File: src/rtl/decrypt_stream.sv
// -----------------------------------------------------------------------------
// decrypt_stream
//
// Streaming decrypt stage with an output FIFO. An encrypted byte and its key
// are captured into a one-entry pipeline stage. On the next edge the byte is
// decrypted and written to the FIFO tail. The FIFO head is presented
// downstream with a valid/ready handshake.
//
// Decryption of byte {hi, lo} with key k:
//   E = {lo[3],lo[0],lo[1],lo[2],lo[1],lo[3],lo[2],lo[0]}
//   X = E ^ k
//   S = (X[7:4] + X[3:0] + (k[0] ? 0 : 1)) mod 16
//   result = {hi ^ S, lo}
//
// Parameters:
//   DEPTH     - output FIFO entries, power of two in 2..16
//
// Ports:
//   clock     - rising-edge clock for all state
//   reset     - synchronous, active-high reset
//   in_valid  - upstream presents an encrypted byte
//   in_data   - encrypted byte {hi nibble, lo nibble}
//   in_key    - key used to encrypt in_data, sampled with it
//   in_ready  - block can accept a byte this cycle
//   out_valid - out_data holds a decrypted byte
//   out_data  - decrypted byte at the FIFO head (8'h00 when empty)
//   out_ready - downstream accepts out_data this cycle
//   level     - FIFO occupancy plus the in-flight stage entry
// -----------------------------------------------------------------------------
module decrypt_stream #(
  parameter int DEPTH = 4
) (
  input  logic                       clock,
  input  logic                       reset,
  input  logic                       in_valid,
  input  logic [7:0]                 in_data,
  input  logic [7:0]                 in_key,
  output logic                       in_ready,
  output logic                       out_valid,
  output logic [7:0]                 out_data,
  input  logic                       out_ready,
  output logic [$clog2(DEPTH):0]     level
);

  localparam int PTR_W   = $clog2(DEPTH);
  localparam int COUNT_W = PTR_W + 1;

  // Pipeline stage
  logic             stage_valid;
  logic [7:0]       stage_data;
  logic [7:0]       stage_key;

  // Output FIFO
  logic [7:0]       fifo_mem [DEPTH];
  logic [PTR_W-1:0] wr_ptr;
  logic [PTR_W-1:0] rd_ptr;
  logic [COUNT_W-1:0] count;

  // Decrypt datapath, evaluated on the stage registers
  logic [3:0]       lo_nib;
  logic [7:0]       expanded;
  logic [7:0]       mixed;
  logic [3:0]       mix_nib;
  logic [7:0]       plain;

  logic             in_fire;
  logic             push;
  logic             pop;

  // NOTE: every variable assigned in always_comb gets a value on every path
  // (here unconditionally), otherwise synthesis infers a latch.
  always_comb begin
    lo_nib   = stage_data[3:0];
    expanded = {lo_nib[3], lo_nib[0], lo_nib[1], lo_nib[2],
                lo_nib[1], lo_nib[3], lo_nib[2], lo_nib[0]};
    mixed    = expanded ^ stage_key;
    // 4-bit sum drops the carry, giving the mod-16 mix.
    mix_nib  = mixed[7:4] + mixed[3:0] + {3'b000, ~stage_key[0]};
    plain    = {stage_data[7:4] ^ mix_nib, lo_nib};
  end

  // The stage entry counts against capacity, so an accepted byte always has a
  // FIFO slot waiting for it one edge later. in_ready depends on registered
  // state only; a pop does not open the input in the same cycle.
  assign level     = count + COUNT_W'(stage_valid);
  assign in_ready  = (level < COUNT_W'(DEPTH));
  assign out_valid = (count != '0);
  assign out_data  = out_valid ? fifo_mem[rd_ptr] : 8'h00;

  assign in_fire   = in_valid && in_ready;
  assign push      = stage_valid;
  assign pop       = out_valid && out_ready;

  // NOTE: sequential state uses non-blocking assignments so every register
  // samples pre-edge values, independent of statement order.
  always_ff @(posedge clock) begin
    if (reset) begin
      stage_valid <= 1'b0;
      stage_data  <= 8'h00;
      stage_key   <= 8'h00;
      wr_ptr      <= '0;
      rd_ptr      <= '0;
      count       <= '0;
    end else begin
      stage_valid <= in_fire;
      if (in_fire) begin
        stage_data <= in_data;
        stage_key  <= in_key;
      end

      // Pointers are log2(DEPTH) bits wide, so increment wraps modulo DEPTH.
      if (push) wr_ptr <= wr_ptr + PTR_W'(1);
      if (pop)  rd_ptr <= rd_ptr + PTR_W'(1);

      case ({push, pop})
        2'b10:   count <= count + COUNT_W'(1);
        2'b01:   count <= count - COUNT_W'(1);
        default: count <= count;
      endcase
    end
  end

  // NOTE: the FIFO storage has no reset; out_data is masked while empty, so
  // stale contents are never visible and the array can map to plain RAM.
  always_ff @(posedge clock) begin
    if (!reset && push) begin
      fifo_mem[wr_ptr] <= plain;
    end
  end

endmodule

File: config.mk
export PLATFORM = sky130hd
export DESIGN_NAME = decrypt_stream
export DESIGN_NICKNAME = d
export VERILOG_FILES = /design/src/rtl/decrypt_stream.sv
export SDC_FILE = /design/constraint.sdc
export NUM_CORES = 1
export LEC_CHECK = 0
export BUFFER_PORTS_ARGS = -buffer_cell sky130_fd_sc_hd__buf_4
export CAP_MARGIN = 20
export CORE_ASPECT_RATIO = 1.2
export CORE_MARGIN = 5
export CORE_UTILIZATION = 41
export CTS_BUF_LIST = sky130_fd_sc_hd__clkbuf_8
export DETAILED_ROUTE_END_ITERATION = 10
export HOLD_SLACK_MARGIN = 0.05
export PLACE_DENSITY = 0.67
export SLEW_MARGIN = 20
export SYNTH_ARGS = -nofsm -noshare
export SYNTH_HDL_FRONTEND = slang
export SYNTH_SLANG_ARGS = --single-unit
File: constraint.sdc
create_clock -name clock -period 2.21 [get_ports clock]
set_input_delay 0.221 -clock clock [delete_from_list [all_inputs] [get_ports clock]]
set_output_delay 0.221 -clock clock [all_outputs]
set_load 0.01 [all_outputs]
== Word-level counts from Yosys, hierarchy flattened ==
Memory sizes are Yosys's and may differ from the RTL's. A register that Yosys moved wholly into a read port is not among the register bits.
Index checks and enable logic that the tools add are counted.

* Bitwise operators: 3
* Eq/ne operators: 2
* Reductions and logical operators: 6
* Multiplexer cells: 6
* $lt $le $gt $ge: 1
* Add/subtract/negate cells: 7

{| class="wikitable"
|+ Operator list
! kind !! count
|-
| 8-bit two-way mux || 1
|-
| 8-bit bitwise XOR || 1
|-
| 3-bit one-hot mux with 2 select lines || 1
|-
| 2-bit by 1-bit adder with 2-bit output (second input constant) || 2
|-
| 4-bit by 1-bit adder with 4-bit output || 1
|-
| 4-bit adder || 1
|-
| 2-bit two-way mux || 2
|-
| 4-bit bitwise XOR || 1
|-
| 3-bit by 1-bit adder with 3-bit output || 1
|-
| 3-bit by 1-bit adder with 3-bit output (second input constant) || 1
|-
| 1-bit logical AND || 3
|-
| 3-bit < comparator (second input constant) || 1
|-
| 3-bit nonzero test || 1
|-
| 3-bit by 1-bit subtractor with 3-bit output (second input constant) || 1
|-
| 2-bit by 1-bit == test with 1-bit output (second input constant) || 1
|-
| 2-bit == test (second input constant) || 1
|-
| 1-bit two-way mux || 2
|-
| 2-bit nonzero test || 1
|-
| 1-bit zero test || 1
|-
| 1-bit NOT || 1
|}

* Output and inout port bits: 13
* Memories kept: 1
* RAM bits: 32
* Word-level logic and storage cells: 32
* Flip-flop bits (word level): 24
* Input port bits: 20

{| class="wikitable"
|+ Memories
! name !! depth !! bits a word !! rd ports !! clocked after Yosys merged registers in !! wr ports !! RTL line !! text
|-
| fifo_mem || 4 || 8 || 1 || 1 || 1 || 54 || <nowiki>logic [7:0] fifo_mem [DEPTH];</nowiki>
|}

== Longest topological paths before layout ==
Gate-level depths: netlist of the first run.

* Word-level depth: 4
* Mapped depth: 8
* Depth with buffers taken out: 8

== Least setup slack after synthesis of the first run ==
OpenSTA, ideal clock, no wires.

* Kind: flip-flop to flip-flop
* Start: register count[2]
* End: register count[2]
* Setup time: 70 ps
* Path slack: 351 ps
* Path buffers: 0
* Data required time: 2140 ps
* Data arrival time: 1789 ps
* Cell stages (with the launch flop): 9
* Period minus slack after synthesis: 1859 ps
* Cell sequence: dfxtp_1 > or3_1 > and2_1 > ha_1 > inv_1 > fa_1 > xor2_1 > or3_1 > a21oi_1

* Word-level cells in the longest chain between the ends: 4
* Elaborated cells between the ends (all ways): 8
* Classes of those cells: 2 x add/sub; 2 x eq/ne; 1 x mux; 3 x reduce/logical

{| class="wikitable"
|+ RTL lines
! item !! RTL line !! text
|-
| from (decl) || 57 || <nowiki>logic [COUNT_W-1:0] count;</nowiki>
|-
| from (signal assigned) || 116 || <nowiki>2'b10: count <= count + COUNT_W'(1);</nowiki>
|-
| from (signal assigned) || 117 || <nowiki>2'b01: count <= count - COUNT_W'(1);</nowiki>
|-
| from (signal assigned) || 118 || <nowiki>default: count <= count;</nowiki>
|-
| 3-bit nonzero test (*) || 87 || <nowiki>assign out_valid = (count != '0);</nowiki>
|-
| 1-bit logical AND (*) || 92 || <nowiki>assign pop = out_valid && out_ready;</nowiki>
|-
| named net pop || 68 || <nowiki>logic pop;</nowiki>
|-
| 2-bit by 1-bit == test with 1-bit output / 2-bit == test (equally long branches) || 115 || <nowiki>case ({push, pop})</nowiki>
|-
| 3-bit one-hot mux with 2 select lines / 2-bit nonzero test (equally long branches) || - ||
|}

Mark *: on every way through the listed nets, which the timed path passes. The rest lies on a longest branch.
A chain may end at the register's enable or synchronous reset.

== Worst setup path in the final report of the first run ==
Ends and elaborated chain as after synthesis.

==> flow_metrics.env, run 1 <==
export IMPL_outcome="finished clean"
export IMPL_rows=31
export IMPL_ir_drop_mv=0.526
export IMPL_ys_seq_elements=58
export IMPL_die_h_um=95.9
export IMPL_swShare_pct=29.4
export IMPL_grt_usage_pct=12.0
export IMPL_dieArea_um2=7820
export IMPL_fin_crit_ns=1.98
export IMPL_yosys_area_share_simple_pct=10.8
export IMPL_core_area_um2=6010
export IMPL_clock_sinks=58
export IMPL_holdWs_ns=0.134
export IMPL_clockRootBuffer="clkbuf_8"
export IMPL_synth_top_area_share_pct=38.1
export IMPL_cp_data_required_time_ns=2.48
export IMPL_crit_start="count[2]$_SDFFE_PP0P_"
export IMPL_multiInputGateArea_um2=961
export IMPL_power_frac_clock_pct=29.4
export IMPL_die_x_um=81.6
export IMPL_synth_compound_area_share_pct=6.10
export IMPL_setup_tns_ns=0
export IMPL_dp_hpwl_mm=2.91
export IMPL_drc_errors=0
export IMPL_ys_top_cells_by_count="33 x nand2_1, 32 x edfxtp_1, 26 x dfxtp_1"
export IMPL_syn_instance_count=198
export IMPL_cts_buffers=9
export IMPL_num_vias=1473
export IMPL_clockBufferDepth=2
export IMPL_syn_avg_cell_area_um2=12.7
export IMPL_synthDistinctLibCells=25
export IMPL_drt_iter0_drc=90
export IMPL_synth_top_family_by_area="simple AND/OR/NAND/NOR gates"
export IMPL_cts_setup_buffers=0
export IMPL_synth_main_ff_cell="edfxtp_1"
export IMPL_p_per_area_nw_per_um2=1090
export IMPL_cts_resized=0
export IMPL_skew_ns=0.00748
export IMPL_setup_viol=0
export IMPL_routedWlPerCell_um=12.8
export IMPL_synth_edf_count=32
export IMPL_crit_arrival_ns=2.25
export IMPL_rsz0062_at_grt="false"
export IMPL_path_class="flop to flop"
export IMPL_h_tree_depth=3
export IMPL_regToRegStartpoint="count[2]$_SDFFE_PP0P_"
export IMPL_placed_cells=306
export IMPL_post_drt_via_cell_ratio=4.57
export IMPL_worst_pin_slew_ns=0.429
export IMPL_syn_to_final_growth_pct=20.5
export IMPL_fin_area_um2=3040
export IMPL_yosys_top_cells_area="edfxtp_1 38%, dfxtp_1 21%, mux4_2 7.1%"
export IMPL_gr_total_overflow=0
export IMPL_fmax_ghz=0.504
export IMPL_fill_cells=544
export IMPL_num_antenna_cells=0
export IMPL_globalplace_congestion=0.764
export IMPL_async_reset_ff_share_pct=0
export IMPL_clk_latency_ns=0.34
export IMPL_synth_area_um2=2520
export IMPL_maxSlewHeadroom_pct=71.4
export IMPL_min_from="in_data[6]"
export IMPL_antenna_found_initial=0
export IMPL_start_util_pct=41.9
export IMPL_yosys_warnings=0
export IMPL_first_pass_iters=4
export IMPL_stdcell_count=322
export IMPL_drive_gt1_share_pct=29.6
export IMPL_hold_viol=0
export IMPL_crit_fanout=4
export IMPL_max_cap_violations=0
export IMPL_utilization_pct=50.5
export IMPL_p_leak_nw=1.17
export IMPL_internal_power_w=0.00235
export IMPL_path_clk_slew_ns=0.06
export IMPL_start_kind="flop"
export IMPL_synth_largest_area_cell="edfxtp_1"
export IMPL_combPwrFrac_pct=29.2
export IMPL_synthXorXnorAreaFrac_pct=7.59
export IMPL_min_delay_path_class="input pin to flop"
export IMPL_power_switching_w=0.000979
export IMPL_final_nets=266
export IMPL_drt_antenna_violating_nets=0
export IMPL_ios=33
export IMPL_regArea_um2=1480
export IMPL_holdBufCountCts=0
export IMPL_finalMaxSlewViolations=0
export IMPL_yosysSeqAreaShare_pct=58.8
export IMPL_grt_max_degree=27
export IMPL_finalWirelength_mm=4.12
export IMPL_post_route_period_util_pct=89.8
export IMPL_grt_pass1_wl_mm=6.82
export IMPL_end_kind="flop"
export IMPL_dpl_cell_area_um2=2830
export IMPL_synthAdderAreaFrac_pct=6.05
export IMPL_synth_fp_nets=229
export IMPL_seq_power_share_pct=41.4
export IMPL_cts_tree="done"
export IMPL_first_global_vias=1432
export IMPL_muxShareOfSynthArea_pct=7.54
export IMPL_synth_most_common_cell="nand2_1"
export IMPL_port_buffers=32
cell families (layout without fill, tap and decap cells):
kind of cell               after synthesis  in the layout
buffers and inverters                   16             58
adders and majority gates               11             11
AOI/OAI and AO/OA                       22             22
and+or+nand+nor                         61             61
DFF                                     58             58
xor gates and xnor gates                21             21
muxes                                    9              9
layout by cell type (no fill, tap or decap), types with 2 or more instances in the layout:
master	netlist	layout
clkbuf_8	0	10
fa_1	2	2
nor2_1	10	10
dfxtp_1	26	26
nand2_1	33	33
or3_1	2	2
xnor2_1	10	10
xor2_1	10	10
edfxtp_1	32	32
buf_4	0	35
ha_1	9	9
a21oi_2	10	10
and2_1	14	14
clkinvlp_4	0	3
a21oi_1	8	8
mux4_2	8	8
inv_1	7	7
layer usage:
layer / vias to the layer above / global-route usage, % / part of all wire, % / routed length [um]
met5: - / 0 / 0 / 0
met4: 0 / 9.14 / 3.1 / 129
met3: 9 / 2.43 / 5.1 / 208
met2: 36 / 17.7 / 44 / 1820
met1: 683 / 15.3 / 47 / 1960
li1: 745 / - / - / -
through the flow:
stage / setup WS, ns / power, W
2_1_floorplan: 0.351 / 0.00206
3_3_place_gp: 0.279 / 0.00238
3_5_place_dp: 0.248 / 0.00239
4_1_cts: 0.214 / 0.00337
5_1_grt: 0.0947 / 0.00355
6_report: 0.226 / 0.00333
critical path, stage by stage (launching register included):
cell	delay (ns)
dfxtp_1	0.40
or3_1	0.14
and2_1	0.16
ha_1	0.19
inv_1	0.06
fa_1	0.37
xor2_1	0.16
or3_1	0.30
a21oi_1	0.13
power groups by stage:
stage	registers [W]	logic (W)	clock network, W
6_report	0.00138	0.000972	0.000978
5_1_grt	0.00139	0.00110	0.00106
3_5_place_dp	0.00140	0.000993	0
3_3_place_gp	0.00140	0.000984	0
2_1_floorplan	0.00138	0.000683	0
4_1_cts	0.00138	0.000996	0.00100
path summary, 6_finish.rpt:
check | end | slack, ns | cells after the start
hold reg to reg | stage_key[0]$_SDFFE_PP0P_ | 0.46 | 2
setup reg to reg | count[2]$_SDFFE_PP0P_ | 0.23 | 8
hold / removal | stage_data[6]$_SDFFE_PP0P_ | 0.13 | 3
setup / recovery | count[2]$_SDFFE_PP0P_ | 0.23 | 8
sequential cells by signal (all words and copies together) (netlist names), named ones only:
| register | cells |
|---|---|
| stage_key | 8 |
| wr_ptr | 2 |
| rd_ptr | 2 |
| fifo_mem | 32 |
| push | 1 |
| count | 3 |
| stage_data | 8 |
cell type report:
type | count | area share [%]
clock buffer | 10 | 4.53
clock inverter | 6 | 2.18
inverter | 7 | 0.865
multi-input combinational | 124 | 31.6
sequential | 58 | 48.8
tap | 82 | 3.38
timing repair buffer | 35 | 8.65
Power figures use the tool's default switching activity.
==> inputs of run 2 (changes only) <==
Settings changed: CORE_UTILIZATION 41 to 50, HOLD_SLACK_MARGIN 0.05 to default, PLACE_DENSITY 0.67 to 0.78, REMOVE_ABC_BUFFERS from default to 1.
==> run 2 against run 1 <==
  * Die area shrank 16%
  * Non-clock buffer count is the same
  * First-iteration DRC count shrank 46%
  * Critical path depth is the same
  * Combinational power is essentially flat
  * Register-to-register slack lost 0.03 ns
  * Setup slack lost 0.034 ns
  * Fmax shrank 1.7%
  * Clock skew is essentially flat
  * Critical path type unchanged
  * Critical endpoint unchanged
==> flow_metrics.env, run 2 (synthesized netlist as in run 1, its figures left out) <==
export IMPL_largest_reg_flops=32
export IMPL_fin_area_um2=2980
export IMPL_port_buffers=32
export IMPL_drc_errors=0
export IMPL_final_nets=266
export IMPL_clockBufferDepth=2
export IMPL_holdBufCountCts=0
export IMPL_globalplace_congestion=0.718
export IMPL_post_drt_via_cell_ratio=4.92
export IMPL_end_kind="flop"
export IMPL_setup_tns_ns=0
export IMPL_rsz0062_at_grt="false"
export IMPL_num_antenna_cells=0
export IMPL_fin_crit_ns=2.02
export IMPL_grt_max_degree=27
export IMPL_dieArea_um2=6570
export IMPL_reg_largest_list="fifo_mem: 32 flops, stage_data: 8 flops, stage_key: 8 flops"
export IMPL_fmax_ghz=0.495
export IMPL_outcome="finished clean"
export IMPL_cts_resized=0
export IMPL_whs_endpoint="stage_key[7]$_SDFFE_PP0P_"
export IMPL_ios=33
export IMPL_rows=28
export IMPL_first_pass_iters=4
export IMPL_crit_fanout=4
export IMPL_multiInputGateArea_um2=961
export IMPL_finalMaxSlewViolations=0
export IMPL_min_delay_path_class="input pin to flop"
export IMPL_min_from="in_key[7]"
export IMPL_hold_viol=0
export IMPL_regArea_um2=1480
export IMPL_cp_data_required_time_ns=2.47
export IMPL_final_setup_worst_slack_ns=0.192
export IMPL_pre_cts_ws_ns=0.193
export IMPL_reg2regPathDepth=8
export IMPL_num_vias=1477
export IMPL_cts_tree="done"
export IMPL_syn_to_final_growth_pct=18.1
export IMPL_post_route_period_util_pct=91.3
export IMPL_maxSlewHeadroom_pct=71.5
export IMPL_max_cap_violations=0
export IMPL_p_leak_nw=1.16
export IMPL_finalWirelength_mm=3.99
export IMPL_ir_drop_mv=0.470
export IMPL_grt_usage_pct=14.3
export IMPL_drt_iter0_drc=49
export IMPL_hold_depth=3
export IMPL_clock_sinks=58
export IMPL_core_area_um2=4900
export IMPL_start_util_pct=51.4
export IMPL_clockRootBuffer="clkbuf_8"
export IMPL_path_class="flop to flop"
export IMPL_layout_common_cells="35 x buf_4, 33 x nand2_1, 32 x edfxtp_1"
export IMPL_p_per_area_nw_per_um2=1070
export IMPL_first_global_vias=1455
export IMPL_dpl_cell_area_um2=2810
export IMPL_r2r_end="count[2]$_SDFFE_PP0P_"
export IMPL_fill_cells=409
export IMPL_cts_buffers=9
export IMPL_cts_setup_buffers=0
export IMPL_largest_register="fifo_mem"
export IMPL_antenna_found_initial=0
export IMPL_die_h_um=87.8
export IMPL_dp_hpwl_mm=2.85
export IMPL_regToRegStartpoint="count[2]$_SDFFE_PP0P_"
export IMPL_gr_total_overflow=0
export IMPL_layout_commonest_cell="buf_4"
export IMPL_start_kind="flop"
export IMPL_die_x_um=74.8
export IMPL_grt_pass1_wl_mm=6.83
export IMPL_drive_gt1_share_pct=29.2
export IMPL_crit_arrival_ns=2.28
export IMPL_path_clk_slew_ns=0.07
export IMPL_setup_viol=0
export IMPL_clk_latency_ns=0.33
export IMPL_reg2reg_slack_ns=0.19
export IMPL_worst_pin_slew_ns=0.427
export IMPL_routedWlPerCell_um=13.3
export IMPL_skew_ns=0.00797
export IMPL_h_tree_depth=3
export IMPL_drt_antenna_violating_nets=0
-- run 2: changes by cell type in the layout (fill, tap and decap cells not counted) --
cell	previous run	this run
clkinv_2	1	3
bufinv_16	1	0
clkinv_4	1	0
clkinvlp_4	3	2
inv_1	7	8
-- run 2: worst max path at each step --
stage	endpoint	slack, ns	start
floorplan	count[2]$_SDFFE_PP0P_	0.16	count[2]$_SDFFE_PP0P_
global placement	count[2]$_SDFFE_PP0P_	0.28	count[2]$_SDFFE_PP0P_
detailed placement	count[2]$_SDFFE_PP0P_	0.19	count[2]$_SDFFE_PP0P_
CTS	count[2]$_SDFFE_PP0P_	0.18	count[2]$_SDFFE_PP0P_
global route	count[2]$_SDFFE_PP0P_	0.009	count[2]$_SDFFE_PP0P_
finish	count[2]$_SDFFE_PP0P_	0.19	count[2]$_SDFFE_PP0P_
-- run 2: metal layers --
layer | track usage, % | part of all wire (%)
met3 | 5.17 | 6.4
met1 | 17.2 | 41
met5 | 0 | 0
met4 | 6.31 | 2.3
met2 | 23.0 | 50
-- run 2: area by class of cell --
class                           instances  area share (%)
Clock buffer                           10            4.62
Clock inverter                          6            1.13
Inverter                                7           0.882
Multi-Input combinational cell        124            32.3
Sequential cell                        58            49.7
Tap cell                               60            2.52
Timing Repair Buffer                   35            8.82
-- run 2: report_power, final --
part	internal (W)	switching (W)	leakage, nW
Combinational	0.000497	0.000474	0.566
Sequential	0.00130	0.0000772	0.506
Clock	0.000426	0.000398	0.0892
-- run 2: stage by stage --
step	total power [W]	std cells	hold slack (ns)	utilization [%]
floorplan	0.00201	189	0.283	-
global placement	0.00236	284	0.448	57.2
detailed placement	0.00239	284	0.462	57.2
CTS	0.00321	300	0.117	60.7
global route	0.00338	300	0.118	60.7
finish	0.00317	300	0.132	60.7
-- run 2: critical path: stages (launching register included) --
cell	delay [ns]
dfxtp_1	0.40
or3_1	0.14
and2_1	0.17
ha_1	0.20
inv_1	0.06
fa_1	0.37
xor2_1	0.16
or3_1	0.32
a21oi_1	0.15
==> inputs of run 3 (changes only) <==
Settings changed: CORE_UTILIZATION 50 to 59, PLACE_DENSITY 0.78 to 0.88.
==> run 3 against run 2 <==
  * Clock power grew 29%
  * Critical path depth is the same
  * Setup slack better by 0.025 ns
  * Via count is 0.41% lower
  * Sequential power is 3% higher
  * Count of clock-buffer cells in the layout did not move
  * Fmax grew 1.3%
  * Core utilization increased by 11 points
  * Worst hold slack better by 0.0068 ns
  * Combinational power is 4.6% lower
  * Cell area rose by 1.2%
  * Flip-flop and latch count stayed put
==> flow_metrics.env, run 3 (synthesized netlist as in run 1, its figures left out) <==
export IMPL_outcome="finished clean"
export IMPL_fin_crit_ns=1.99
export IMPL_h_tree_depth=3
export IMPL_crit_fanout=4
export IMPL_worst_pin_slew_ns=0.415
export IMPL_setup_tns_ns=0
export IMPL_reg_largest_list="fifo_mem: 32 flops, stage_data: 8 flops, stage_key: 8 flops"
export IMPL_utilization_pct=71.8
export IMPL_cts_buffers=9
export IMPL_fmax_ghz=0.502
export IMPL_port_buffers=32
export IMPL_setup_viol=0
export IMPL_globalplace_congestion=0.682
export IMPL_first_global_vias=1442
export IMPL_regArea_um2=1480
export IMPL_regToRegStartpoint="count[2]$_SDFFE_PP0P_"
export IMPL_gr_total_overflow=0
export IMPL_combPwrFrac_pct=27.2
export IMPL_ios=33
export IMPL_post_drt_via_cell_ratio=4.99
export IMPL_rows=26
export IMPL_end_kind="flop"
export IMPL_p_leak_nw=1.18
export IMPL_grt_usage_pct=16.2
export IMPL_rsz0062_at_grt="false"
export IMPL_met3_length_um=206
export IMPL_dieArea_um2=5690
export IMPL_drt_iter0_drc=67
export IMPL_maxSlewHeadroom_pct=72.3
export IMPL_largest_reg_flops=32
export IMPL_die_h_um=81.6
export IMPL_cts_tree="done"
export IMPL_ir_drop_mv=0.768
export IMPL_cp_cell_sequence="or3_1 > and2_1 > ha_1 > inv_1 > fa_1 > xor2_1 > or3_1 > a21oi_1"
export IMPL_antenna_found_initial=0
export IMPL_finalMaxSlewViolations=0
export IMPL_highest_layer="met4"
export IMPL_seq_power_share_pct=41.7
export IMPL_whs_endpoint="stage_data[7]$_SDFFE_PP0P_"
export IMPL_hold_depth=3
export IMPL_largest_register="fifo_mem"
export IMPL_reg2regPathDepth=8
export IMPL_finalWirelength_mm=4.09
export IMPL_path_clk_slew_ns=0.07
export IMPL_crit_arrival_ns=2.26
export IMPL_first_pass_iters=4
export IMPL_grt_max_degree=27
export IMPL_core_area_um2=4200
export IMPL_reg2reg_slack_ns=0.22
export IMPL_worst_path_largest_cell_delay_ns=0.40
export IMPL_layout_commonest_cell="buf_4"
export IMPL_drive_gt1_share_pct=28.9
export IMPL_layout_common_cells="34 x buf_4, 33 x nand2_1, 32 x edfxtp_1"
export IMPL_min_delay_path_class="input pin to flop"
export IMPL_p_per_area_nw_per_um2=1130
export IMPL_die_x_um=69.7
export IMPL_r2r_end="count[2]$_SDFFE_PP0P_"
export IMPL_clk_latency_ns=0.33
export IMPL_start_kind="flop"
export IMPL_syn_to_final_growth_pct=19.6
export IMPL_hold_viol=0
export IMPL_grt_pass1_wl_mm=6.79
export IMPL_cp_data_required_time_ns=2.48
export IMPL_power_switching_w=0.000957
export IMPL_multiInputGateArea_um2=961
export IMPL_post_route_period_util_pct=90.2
export IMPL_clockBufferDepth=2
export IMPL_routedLengthMet1_mm=1.75
export IMPL_power_frac_clock_pct=31.1
export IMPL_skew_ns=0.00850
export IMPL_pre_cts_ws_ns=0.224
export IMPL_wl_met2_mm=2.03
export IMPL_start_util_pct=60.1
export IMPL_drt_antenna_violating_nets=0
export IMPL_final_nets=265
export IMPL_dp_hpwl_mm=2.74
export IMPL_drc_errors=0
export IMPL_cts_setup_buffers=0
export IMPL_clock_sinks=58
export IMPL_num_vias=1471
export IMPL_path_class="flop to flop"
export IMPL_slowest_stage="dfxtp_1"
export IMPL_final_setup_worst_slack_ns=0.217
export IMPL_clockRootBuffer="clkbuf_8"
export IMPL_max_cap_violations=0
export IMPL_num_antenna_cells=0
export IMPL_swShare_pct=28.1
export IMPL_min_from="in_data[7]"
export IMPL_internal_power_w=0.00245
export IMPL_crit_top_cell="or3_1"
export IMPL_routedWlPerCell_um=13.9
export IMPL_fill_cells=286
[run 3: repair_timing]
item / 4_1_cts / 5_1_grt
resized for setup: 0 / 1
endpoints found under the setup margin: 0 / 2
hold buffers: 0 / 0
[run 3: how the worst max path moves through the flow]
stage | cells past startpoint | slack, ns | end | startpoint
after CTS | 3 | 0.06 | out_data[7] | flop
after detailed placement | 8 | 0.22 | count[2]$_SDFFE_PP0P_ | count[2]$_SDFFE_PP0P_
after global routing | 8 | 0.11 | count[2]$_SDFFE_PP0P_ | count[0]$_SDFFE_PP0P_
after floorplan | 8 | 0.16 | count[2]$_SDFFE_PP0P_ | count[2]$_SDFFE_PP0P_
after global placement | 8 | 0.28 | count[2]$_SDFFE_PP0P_ | count[2]$_SDFFE_PP0P_
final | 8 | 0.22 | count[2]$_SDFFE_PP0P_ | count[2]$_SDFFE_PP0P_
[run 3: final cells by class]
| cell class | count | area share [%] |
|---|---|---|
| clock buffer | 10 | 4.57 |
| clock inverter | 6 | 2.70 |
| inverter | 7 | 0.872 |
| multi-input combinational | 124 | 31.9 |
| sequential | 58 | 49.2 |
| tap | 56 | 2.32 |
| timing repair buffer | 34 | 8.47 |
[run 3: metrics by stage]
stage / hold slack (ns) / instance area [um^2] / power [W] / std cells
after floorplan: 0.283 / 2470 / 0.00201 / 189
after global placement: 0.446 / 2790 / 0.00235 / 279
after detailed placement: 0.454 / 2790 / 0.00237 / 279
after CTS: 0.117 / 3010 / 0.00344 / 295
after global routing: 0.135 / 3010 / 0.00361 / 295
final: 0.138 / 3010 / 0.00340 / 295
[run 3: power groups by stage]
stage / registers (W) / logic (W) / clock network [W]
floorplan: 0.00141 / 0.000606 / 0
finish: 0.00142 / 0.000926 / 0.00106
detailed placement: 0.00144 / 0.000932 / 0
CTS: 0.00142 / 0.000943 / 0.00108
global placement: 0.00143 / 0.000912 / 0
global route: 0.00144 / 0.00104 / 0.00113
[run 3: layer usage]
layer  global-route usage, %  vias to the layer above
met2                    26.4                       29
met4                    8.81                        0
li1                        -                      746
met3                    6.00                        7
met1                    18.8                      689
met5                       0                        -
[run 3: worst max-delay path: cells and delay by family, from the launching register on]
| kind | cells | cell delay [ns] |
|---|---|---|
| AND/OR/NAND/NOR | 3 | 0.60 |
| adder cells (fa/ha/maj) | 2 | 0.56 |
| flip-flops | 1 | 0.40 |
| XOR/XNOR | 1 | 0.16 |
| AO/OA/AOI/OAI | 1 | 0.14 |
| buffers and inverters | 1 | 0.06 |
